`src/rtl/hsaf_pkg.sv`:
```
// Shared definitions for the HSAF MSE monitor: convergence states,
// accumulator sizing and the saturate-to-signed-max helper.
package hsaf_pkg;

    typedef enum logic {
        SEARCH    = 1'b0,
        CONVERGED = 1'b1
    } convState_e;

    // Wide enough for 2^log2Win squared samples of a width-bit signed value.
    function automatic int accWidth(input int width, input int log2Win);
        return 2 * width - 1 + log2Win;
    endfunction

    function automatic logic [63:0] satSignedMax(input logic [63:0] value, input int width);
        logic [63:0] maxVal;
        maxVal = (64'd1 << (width - 1)) - 64'd1;
        return (value > maxVal) ? maxVal : value;
    endfunction

endpackage

```
`src/rtl/hsaf_win_accum.sv`:
```
// Window accumulator: squares each accepted error sample, tags the last sample
// of the window and sums the squares; pulses done_o alongside the window sum.
module hsaf_win_accum
    import hsaf_pkg::*;
#(
    parameter int WIDTH    = 16,
    parameter int LOG2_WIN = 8,
    localparam int ACCW    = accWidth(WIDTH, LOG2_WIN)
) (
    input  logic             clk_i,
    input  logic             reset_i,
    input  logic             clear_i,
    input  logic             en_i,
    input  logic [WIDTH-1:0] error_i,
    output logic [ACCW-1:0]  winSum_o,
    output logic             done_o
);

    logic signed [2*WIDTH-1:0] square;
    logic [LOG2_WIN-1:0]       cnt_q, cnt_d;
    logic [2*WIDTH-2:0]        prod_q, prod_d;
    logic                      prodValid_q, prodValid_d;
    logic                      last_q, last_d;
    logic [ACCW-1:0]           acc_q, acc_d;
    logic [ACCW-1:0]           winSum;

    assign square   = $signed(error_i) * $signed(error_i);
    assign winSum   = acc_q + ACCW'(prod_q);
    assign winSum_o = winSum;
    assign done_o   = prodValid_q & last_q;

    // The top bit of a signed square is always zero, so 2*WIDTH-1 bits suffice.
    always_comb begin
        cnt_d       = cnt_q;
        prod_d      = prod_q;
        prodValid_d = 1'b0;
        last_d      = 1'b0;
        acc_d       = acc_q;
        if (clear_i) begin
            cnt_d = '0;
            acc_d = '0;
        end else begin
            if (en_i) begin
                prod_d      = (2*WIDTH-1)'(square);
                prodValid_d = 1'b1;
                last_d      = (cnt_q == '1);
                cnt_d       = cnt_q + LOG2_WIN'(1);
            end
            if (prodValid_q) begin
                acc_d = last_q ? '0 : winSum;
            end
        end
    end

    always_ff @(posedge clk_i) begin
        if (!reset_i) begin
            cnt_q       <= '0;
            prod_q      <= '0;
            prodValid_q <= 1'b0;
            last_q      <= 1'b0;
            acc_q       <= '0;
        end else begin
            cnt_q       <= cnt_d;
            prod_q      <= prod_d;
            prodValid_q <= prodValid_d;
            last_q      <= last_d;
            acc_q       <= acc_d;
        end
    end

endmodule

```
`src/rtl/hsaf_mse_monitor.sv`:
```
// Block MSE monitor for the HSAF LMS error stream: rounds and saturates each
// window sum into a handshaked result and tracks convergence with hysteresis.
module hsaf_mse_monitor
    import hsaf_pkg::*;
#(
    parameter int               WIDTH     = 16,
    parameter int               QP        = 12,
    parameter int               LOG2_WIN  = 8,
    parameter logic [WIDTH-1:0] THRESH    = 16'h0010,
    parameter int               HOLD_WINS = 4
) (
    input  logic             clk,
    input  logic             reset,
    input  logic             en,
    input  logic             clear,
    input  logic [WIDTH-1:0] error,
    output logic [WIDTH-1:0] mse_out,
    output logic             mse_valid,
    input  logic             mse_ready,
    output logic             converged,
    output logic             overrun
);

    localparam int ACCW  = accWidth(WIDTH, LOG2_WIN);
    localparam int SHIFT = LOG2_WIN + QP;
    localparam int QCW   = $clog2(HOLD_WINS + 1);
    localparam logic [ACCW:0]  ROUND   = (ACCW+1)'(1) << (SHIFT - 1);
    localparam logic [WIDTH:0] THRESH2 = {THRESH, 1'b0};

    logic [ACCW-1:0]  winSum;
    logic             winDone;
    logic [ACCW:0]    roundedSum;
    logic [ACCW:0]    mRaw;
    logic [WIDTH-1:0] mseSat;
    logic [QCW-1:0]   quietInc;

    logic [WIDTH-1:0] mseOut_q, mseOut_d;
    logic             mseValid_q, mseValid_d;
    logic             overrun_q, overrun_d;
    convState_e       state_q, state_d;
    logic [QCW-1:0]   quiet_q, quiet_d;

    hsaf_win_accum #(
        .WIDTH    (WIDTH),
        .LOG2_WIN (LOG2_WIN)
    ) u_accum (
        .clk_i    (clk),
        .reset_i  (reset),
        .clear_i  (clear),
        .en_i     (en),
        .error_i  (error),
        .winSum_o (winSum),
        .done_o   (winDone)
    );

    // One spare bit keeps the rounding add from wrapping at full scale.
    assign roundedSum = {1'b0, winSum} + ROUND;
    assign mRaw       = roundedSum >> SHIFT;
    assign mseSat     = WIDTH'(satSignedMax(64'(mRaw), WIDTH));
    assign quietInc   = quiet_q + QCW'(1);

    always_comb begin
        mseOut_d   = mseOut_q;
        mseValid_d = mseValid_q;
        overrun_d  = overrun_q;
        state_d    = state_q;
        quiet_d    = quiet_q;
        if (clear) begin
            mseValid_d = 1'b0;
            state_d    = SEARCH;
            quiet_d    = '0;
        end else begin
            if (mseValid_q && mse_ready) begin
                mseValid_d = 1'b0;
            end
            if (winDone) begin
                mseOut_d   = mseSat;
                mseValid_d = 1'b1;
                if (mseValid_q && !mse_ready) begin
                    overrun_d = 1'b1;
                end
                // Leaving CONVERGED needs twice the entry threshold.
                case (state_q)
                    SEARCH: begin
                        if (mseSat <= THRESH) begin
                            if (quietInc >= QCW'(HOLD_WINS)) begin
                                state_d = CONVERGED;
                                quiet_d = '0;
                            end else begin
                                quiet_d = quietInc;
                            end
                        end else begin
                            quiet_d = '0;
                        end
                    end
                    CONVERGED: begin
                        if ({1'b0, mseSat} > THRESH2) begin
                            state_d = SEARCH;
                        end
                    end
                    default: state_d = SEARCH;
                endcase
            end
        end
    end

    always_ff @(posedge clk) begin
        if (!reset) begin
            mseOut_q   <= '0;
            mseValid_q <= 1'b0;
            overrun_q  <= 1'b0;
            state_q    <= SEARCH;
            quiet_q    <= '0;
        end else begin
            mseOut_q   <= mseOut_d;
            mseValid_q <= mseValid_d;
            overrun_q  <= overrun_d;
            state_q    <= state_d;
            quiet_q    <= quiet_d;
        end
    end

    assign mse_out   = mseOut_q;
    assign mse_valid = mseValid_q;
    assign overrun   = overrun_q;
    assign converged = (state_q == CONVERGED);

endmodule

```
`config.mk`:
```
export PLATFORM = sky130hd
export DESIGN_NAME = hsaf_mse_monitor
export DESIGN_NICKNAME = d
export VERILOG_FILES = /design/src/rtl/hsaf_pkg.sv /design/src/rtl/hsaf_win_accum.sv /design/src/rtl/hsaf_mse_monitor.sv
export SDC_FILE = /design/constraint.sdc
export NUM_CORES = 1
export LEC_CHECK = 0
export BUFFER_PORTS_ARGS = -buffer_cell sky130_fd_sc_hd__buf_2
export CAP_MARGIN = 5
export CORE_AREA = 4 4 228 230
export CTS_CLUSTER_SIZE = 20
export DETAILED_ROUTE_END_ITERATION = 10
export DIE_AREA = 0 0 232 234
export PLACE_DENSITY = 0.53
export RECOVER_POWER = 25
export SETUP_SLACK_MARGIN = 0.15
export SLEW_MARGIN = 20
export SYNTH_ARGS = -nofsm -noshare
export SYNTH_HDL_FRONTEND = slang
export SYNTH_SLANG_ARGS = --single-unit
```
`constraint.sdc`:
```
create_clock -name clk -period 9.4 [get_ports clk]
set_input_delay 0.47 -clock clk [delete_from_list [all_inputs] [get_ports clk]]
set_output_delay 0.47 -clock clk [all_outputs]
set_load 0.02 [all_outputs]
```
Word level (Yosys, flattened, before mapping)
Cells that the tools add are included.
W data, S select, Z words.

storage, ports and cells
  register bits = 102

cells by class
  add/sub/neg operators = 4
  multiply operators = 1
  magnitude comparators = 4
  equal/unequal tests = 1
  muxes and demuxes = 11
  bitwise logic cells = 5
  reduce and logical (&&, ||, !) cells = 10

operators with widths
  kind                      count
  $add A39 B20 Y40 const B  1
  $add A39 B31 Y39          1
  $mux W39                  1
  $mul A16 B16 Y31          1
  $gt A20 B15 Y1 const B    1
  $gt A16 B6 Y1 const B     1
  $le A16 B5 Y1 const B     1
  $mux W16                  1
  $add A8 B1 Y8 const B     1
  $eq A8 B8 Y1 const B      1
  $mux W1                   6
  $mux W3                   2
  $reduce_and A2 Y1         3
  $not A1 Y1                4
  $add A3 B1 Y3 const B     1
  $ge A3 B3 Y1 const B      1
  $reduce_and A3 Y1         1
  $reduce_or A3 Y1          1
  $logic_and A1 B1 Y1       2
  $pmux W1 S2               1
  $reduce_bool A2 Y1        1
  $reduce_or A2 Y1          1
  $and A1 B1 Y1             1
  $logic_not A1 Y1          1

Logic depth before layout (Yosys ltp)
  depth in word-level cells = 7
  mapped depth = 27
  gate-level depth less buffers = 26

Modules after synthesis
A second synthesis with hierarchy kept.

unflattened totals
  cell total of the unflattened synthesis = 1760
  area total of the unflattened synthesis = 15014.4 µm²

by module, submodules not included
  module            instances  cells an instance  area each (µm²)
  hsaf_win_accum    1          1592               13666.9
  hsaf_mse_monitor  1          168                1347.5

Worst setup path before layout
OpenSTA, ideal clock, no wires.

  kind = input to register
  start = in error[1]
  end = reg u_accum.prod_q[29]
  library setup time = 0.132 ns
  arrival time = 6.512 ns
  data required time = 9.268 ns
  slack = 2.756 ns
  stages = 26
  path buffers = 2
  path through = clkbuf_1 -> clkbuf_1 -> nand2_1 -> fa_1 -> inv_1 -> fa_1 -> inv_1 -> fa_1 -> inv_1 -> fa_1 -> inv_1 -> fa_1 -> inv_1 -> fa_1 -> ha_1 -> a21o_1 -> a21oi_1 -> o21bai_1 -> a21o_1 -> a21o_1 -> or3_1 -> a21oi_1 -> nor3_1 -> nor2_1 -> nor4_1 -> or3b_2

between the ends
  word-level cells in the longest chain between the ends = 1

RTL lines
  element               line                    text
  start, declared       hsaf_mse_monitor.sv:16  input logic [WIDTH-1:0] error,
  $mul A16 B16 Y31      hsaf_win_accum.sv:27    assign square = $signed(error_i) * $signed(error_i);
  end signal, assigned  hsaf_win_accum.sv:64    prod_q <= prod_d;
  end, declared         hsaf_win_accum.sv:21    logic [2*WIDTH-2:0] prod_q, prod_d;

Every way passes these cells.
A chain may end at the register's enable or synchronous reset.

Worst setup path after layout
  start = in error[15]
  end = reg u_accum.prod_q[30]

Same word-level chain as after synthesis.

==> key figures <==
Global route
  – Antenna violations before repair: 0
  – Largest net degree at the start of global routing: 54
  – Vias in the first global route: approximately 11000
  – GRT Util Overall: 0.1332
  – Grt total ovfl: 0
  – First-pass GRT wire length: just under 60000 um

Die
  – Starting Density: 0.2977
  – Core ar.: roughly 50000 um2
  – Die width: roughly 230 um
  – Full die area: between 50000 and 60000 um2
  – Die Ht: roughly 230 um
  – # IOs: 40
  – Row count: 82

Setup path
  – R2R Setup Slk: about 4400 ps
  – Max Fanout on Critical Path: 22
  – CP cell instances: buf_2 > clkinv_1 > nor2_1 > fa_1 > fa_1 > inv_1 > fa_1 > inv_1 > fa_1 > fa_1 > fa_1 > ha_1 > a21o_1 > a21o_1 > a21o_1 > a21oi_1 > o31ai_1 > a221oi_1 > a31oi_1 > xnor2_1 > o21ai_0 > and2_1
  – Largest stage delay, worst path: roughly 580 ps
  – Worst Path Class, Setup: in2reg
  – Crit path arrival time: 6950 ps
  – Crit Reg-Reg Startpoint: u_accum.acc_q[0]
  – Endpoint class of the critical path: flip-flop
  – Critical-path top delay cell: fa_1
  – Critical Path Source: error[15]
  – Startpoint types: primary input
  – CP most frequent cell: fa_1
  – WP data required: 9650 ps
  – CP Buf/Inv Count: 4
  – CP delay by family, top: adder cells

Timing
  – Sum Neg Setup Slack: 0 ps
  – Min Tclk post-route: ~6700 ps
  – Final setup violation count: 0
  – Hold Slack: 399.0 ps
  – Slew HR: -0.4508
  – Final Slew Violations: approximately 140
  – Fmax: between 100 and 150 MHz
  – Tcrit/Tclk final: 0.7124
  – Skew final: 13.01 ps
  – Hold Vio Cnt, Final: 0
  – Unrepaired setup endpoints after global routing: false
  – Worst slew pin tran: between 2000 and 2500 ps

Logic synthesis
  – Seq/Total Area, Yosys: 0.1362
  – Asr flop ratio synth: 0
  – Synthesis Warnings: 0
  – Post-synth top area cell: fa_1
  – Post-Syn Instances: about 1700
  – Area share of the largest cell type after synthesis: 0.3142
  – Largest cells by area after synthesis: fa_1 31%, dfxtp_1 14%, ha_1 9.9%, inv_1 7.5%, nand2_1 3.9%
  – Main synth FF type: dfxtp_1
  – Post-synth cell types: 81
  – EDFF count, synth: 0
  – Synthesized flop and latch total: ~100
  – Mapped Area: around 15000 um2
  – Syn_nets: roughly 2100
  – Avg Cell Area, Syn: slightly below 9 um2

Finish
  – Fill cells: between 5000 and 6000
  – Layout Nets: between 2000 and 2500
  – Finished Layout Cells: about 2400
  – Commonest non-fill, non-tap cell in the layout: inv_1
  – Layout cells sized above 1: 0.04739
  – Most frequent cells in the layout: 296 x inv_1, 233 x fa_1, 153 x nand2_1, 123 x nor2_1, 117 x ha_1
  – Final instance area: between 15000 and 20000 um2
  – Area delta synth->final: 7.518%

Detailed routing
  – Residual DRC count: 0
  – DR iter-0 viols: between 500 and 600
  – Antenna-violating nets left: 0
  – Routed WL per cell: 14.92 um
  – Total routed wirelength: around 35000 um
  – Via/cell ratio: 4.703
  – Vias: 11100
  – Drt pass-1 iters: 5

Status
  – Status: complete, but fails checks
  – Failing checks: capacitance limit, slew limit

CTS
  – Later-pin clock latency in the skew report: about 370 ps
  – Num CTS Buffers: 9
  – # clock sinks: about 100
  – Resized cells post-CTS: 0
  – CTS H-tree depth: 3
  – Post-CTS Setup Inserts: 0
  – Worst-path clk slew: around 70 ps
  – CTS tree: done
  – Root buf cell: clkbuf_16
  – Max clock buf depth: 2
  – Hold Buf Count CTS: 0

Place
  – Number of port buffers: 39
  – Cells after DPL: about 2300
  – RePlAce Congestion: about 0.9
  – DP Wirelength: 29400 um
  – Placed cell area: between 15000 and 20000 um2

Hold path
  – Worst Hold Launch: mse_ready
  – Worst hold path type: in2reg

Pwr
  – P_leak: 7.395 nW
  – Maximum VDD drop: 0.0002812 V
  – Post-layout power: about 6.0 mW
  – Power Density: 374.4 nW/um2

Job
  – Max Cap Viol: 3
-- sequential cells by signal (all words and copies together), names as in the netlist --
name,flops
overrun,1
u_accum.cnt_q,8
mse_valid,1
u_accum.prod_q,30
converged,1
mse_out,16
u_accum.acc_q,39
u_accum.last_q,1
u_accum.prodValid_q,1
quiet_q,3
-- path summary, 6_finish.rpt --
kind	cells after the start	endpoint
setup / recovery	22	u_accum.prod_q[30]
hold reg to reg	2	mse_out[15]
hold / removal	3	mse_valid
setup reg to reg	16	mse_out[0]
-- Yosys cell counts (all sizes together), types with 3 or more instances --
cell type and number:
or3 10, mux2i 6, nor3 21, nand4 16
o211ai 7, a31oi 11, ha 117, a22oi 33
a21o 28, or3b 3, o22ai 4, nand2 153
nor2 125, and3 6, buf 11, a211oi 8
and4 6, or4 3, o21ai 65, o21a 5
clkbuf 49, fa 233, o31ai 7, or2 3
nand3b 4, xor2 34, nor4 4, o211a 6
xnor2 51, o2111ai 6, dfxtp 101, and2 70
inv 296, o21bai 12, nand3 35, a21oi 82
a21boi 5, nand2b 16, nor2b 6
-- per-layer routing --
| metal | track usage | part of all wire |
|---|---|---|
| met1 | 0.1971 | 0.50 |
| met4 | 0.02597 | 0.012 |
| met2 | 0.2104 | 0.45 |
| met5 | 0 | 0 |
| met3 | 0.01725 | 0.038 |
-- area by class of cell --
class	count	area, um2	area share
Inverter	298	1119	0.07008
Clock buffer	12	256.5	0.01607
Timing Repair Buffer	47	219.0	0.01372
Multi-Input combinational cell	1226	11450	0.7173
Antenna cell	1	2.502	0.0001568
Clock inverter	4	53.80	0.003371
Tap cell	672	840.8	0.05268
Sequential cell	101	2022	0.1267
-- cells by family (layout without fill, tap and decap cells) --
group | after synthesis | after routing | share of synthesized area
flip-flops | 101 | 101 | 0.1362
XOR/XNOR | 85 | 85 | 0.05192
AO/OA/AOI/OAI | 299 | 299 | 0.1416
other | 0 | 1 | 0
AND/OR/NAND/NOR | 486 | 486 | 0.1606
multiplexers | 6 | 6 | 0.004046
adder cells (fa/ha/maj) | 350 | 350 | 0.4128
buffers and inverters | 358 | 361 | 0.09288
-- report_power, final --
group / switching [mW] / internal (mW)
Sequential: 0.0212 / 0.466
Combinational: 2.85 / 2.24
Clock: 0.174 / 0.222
-- per-stage QoR --
step	utilization	setup WS [ps]
2_1_floorplan	-	2756
3_3_place_gp	0.3146	2467
3_5_place_dp	0.3146	2373
4_1_cts	0.3208	2729
5_1_grt	0.3201	2219
6_report	0.3201	2704
-- worst reg2reg max path, cell delays in order (launching register included) --
cell       delay, ps
dfxtp_1          330
ha_1             200
ha_1             220
a211oi_1          90
nor2_1           300
o2111ai_2        220
a21oi_2          320
a21oi_1          140
xnor2_1          400
ha_1             310
nor4b_2          350
and4_1           340
o2111ai_1        180
or4_1            450
a22oi_1          270
and2_2           590
a21oi_1          150
Note: power is estimated with default switching activity, not from simulation.
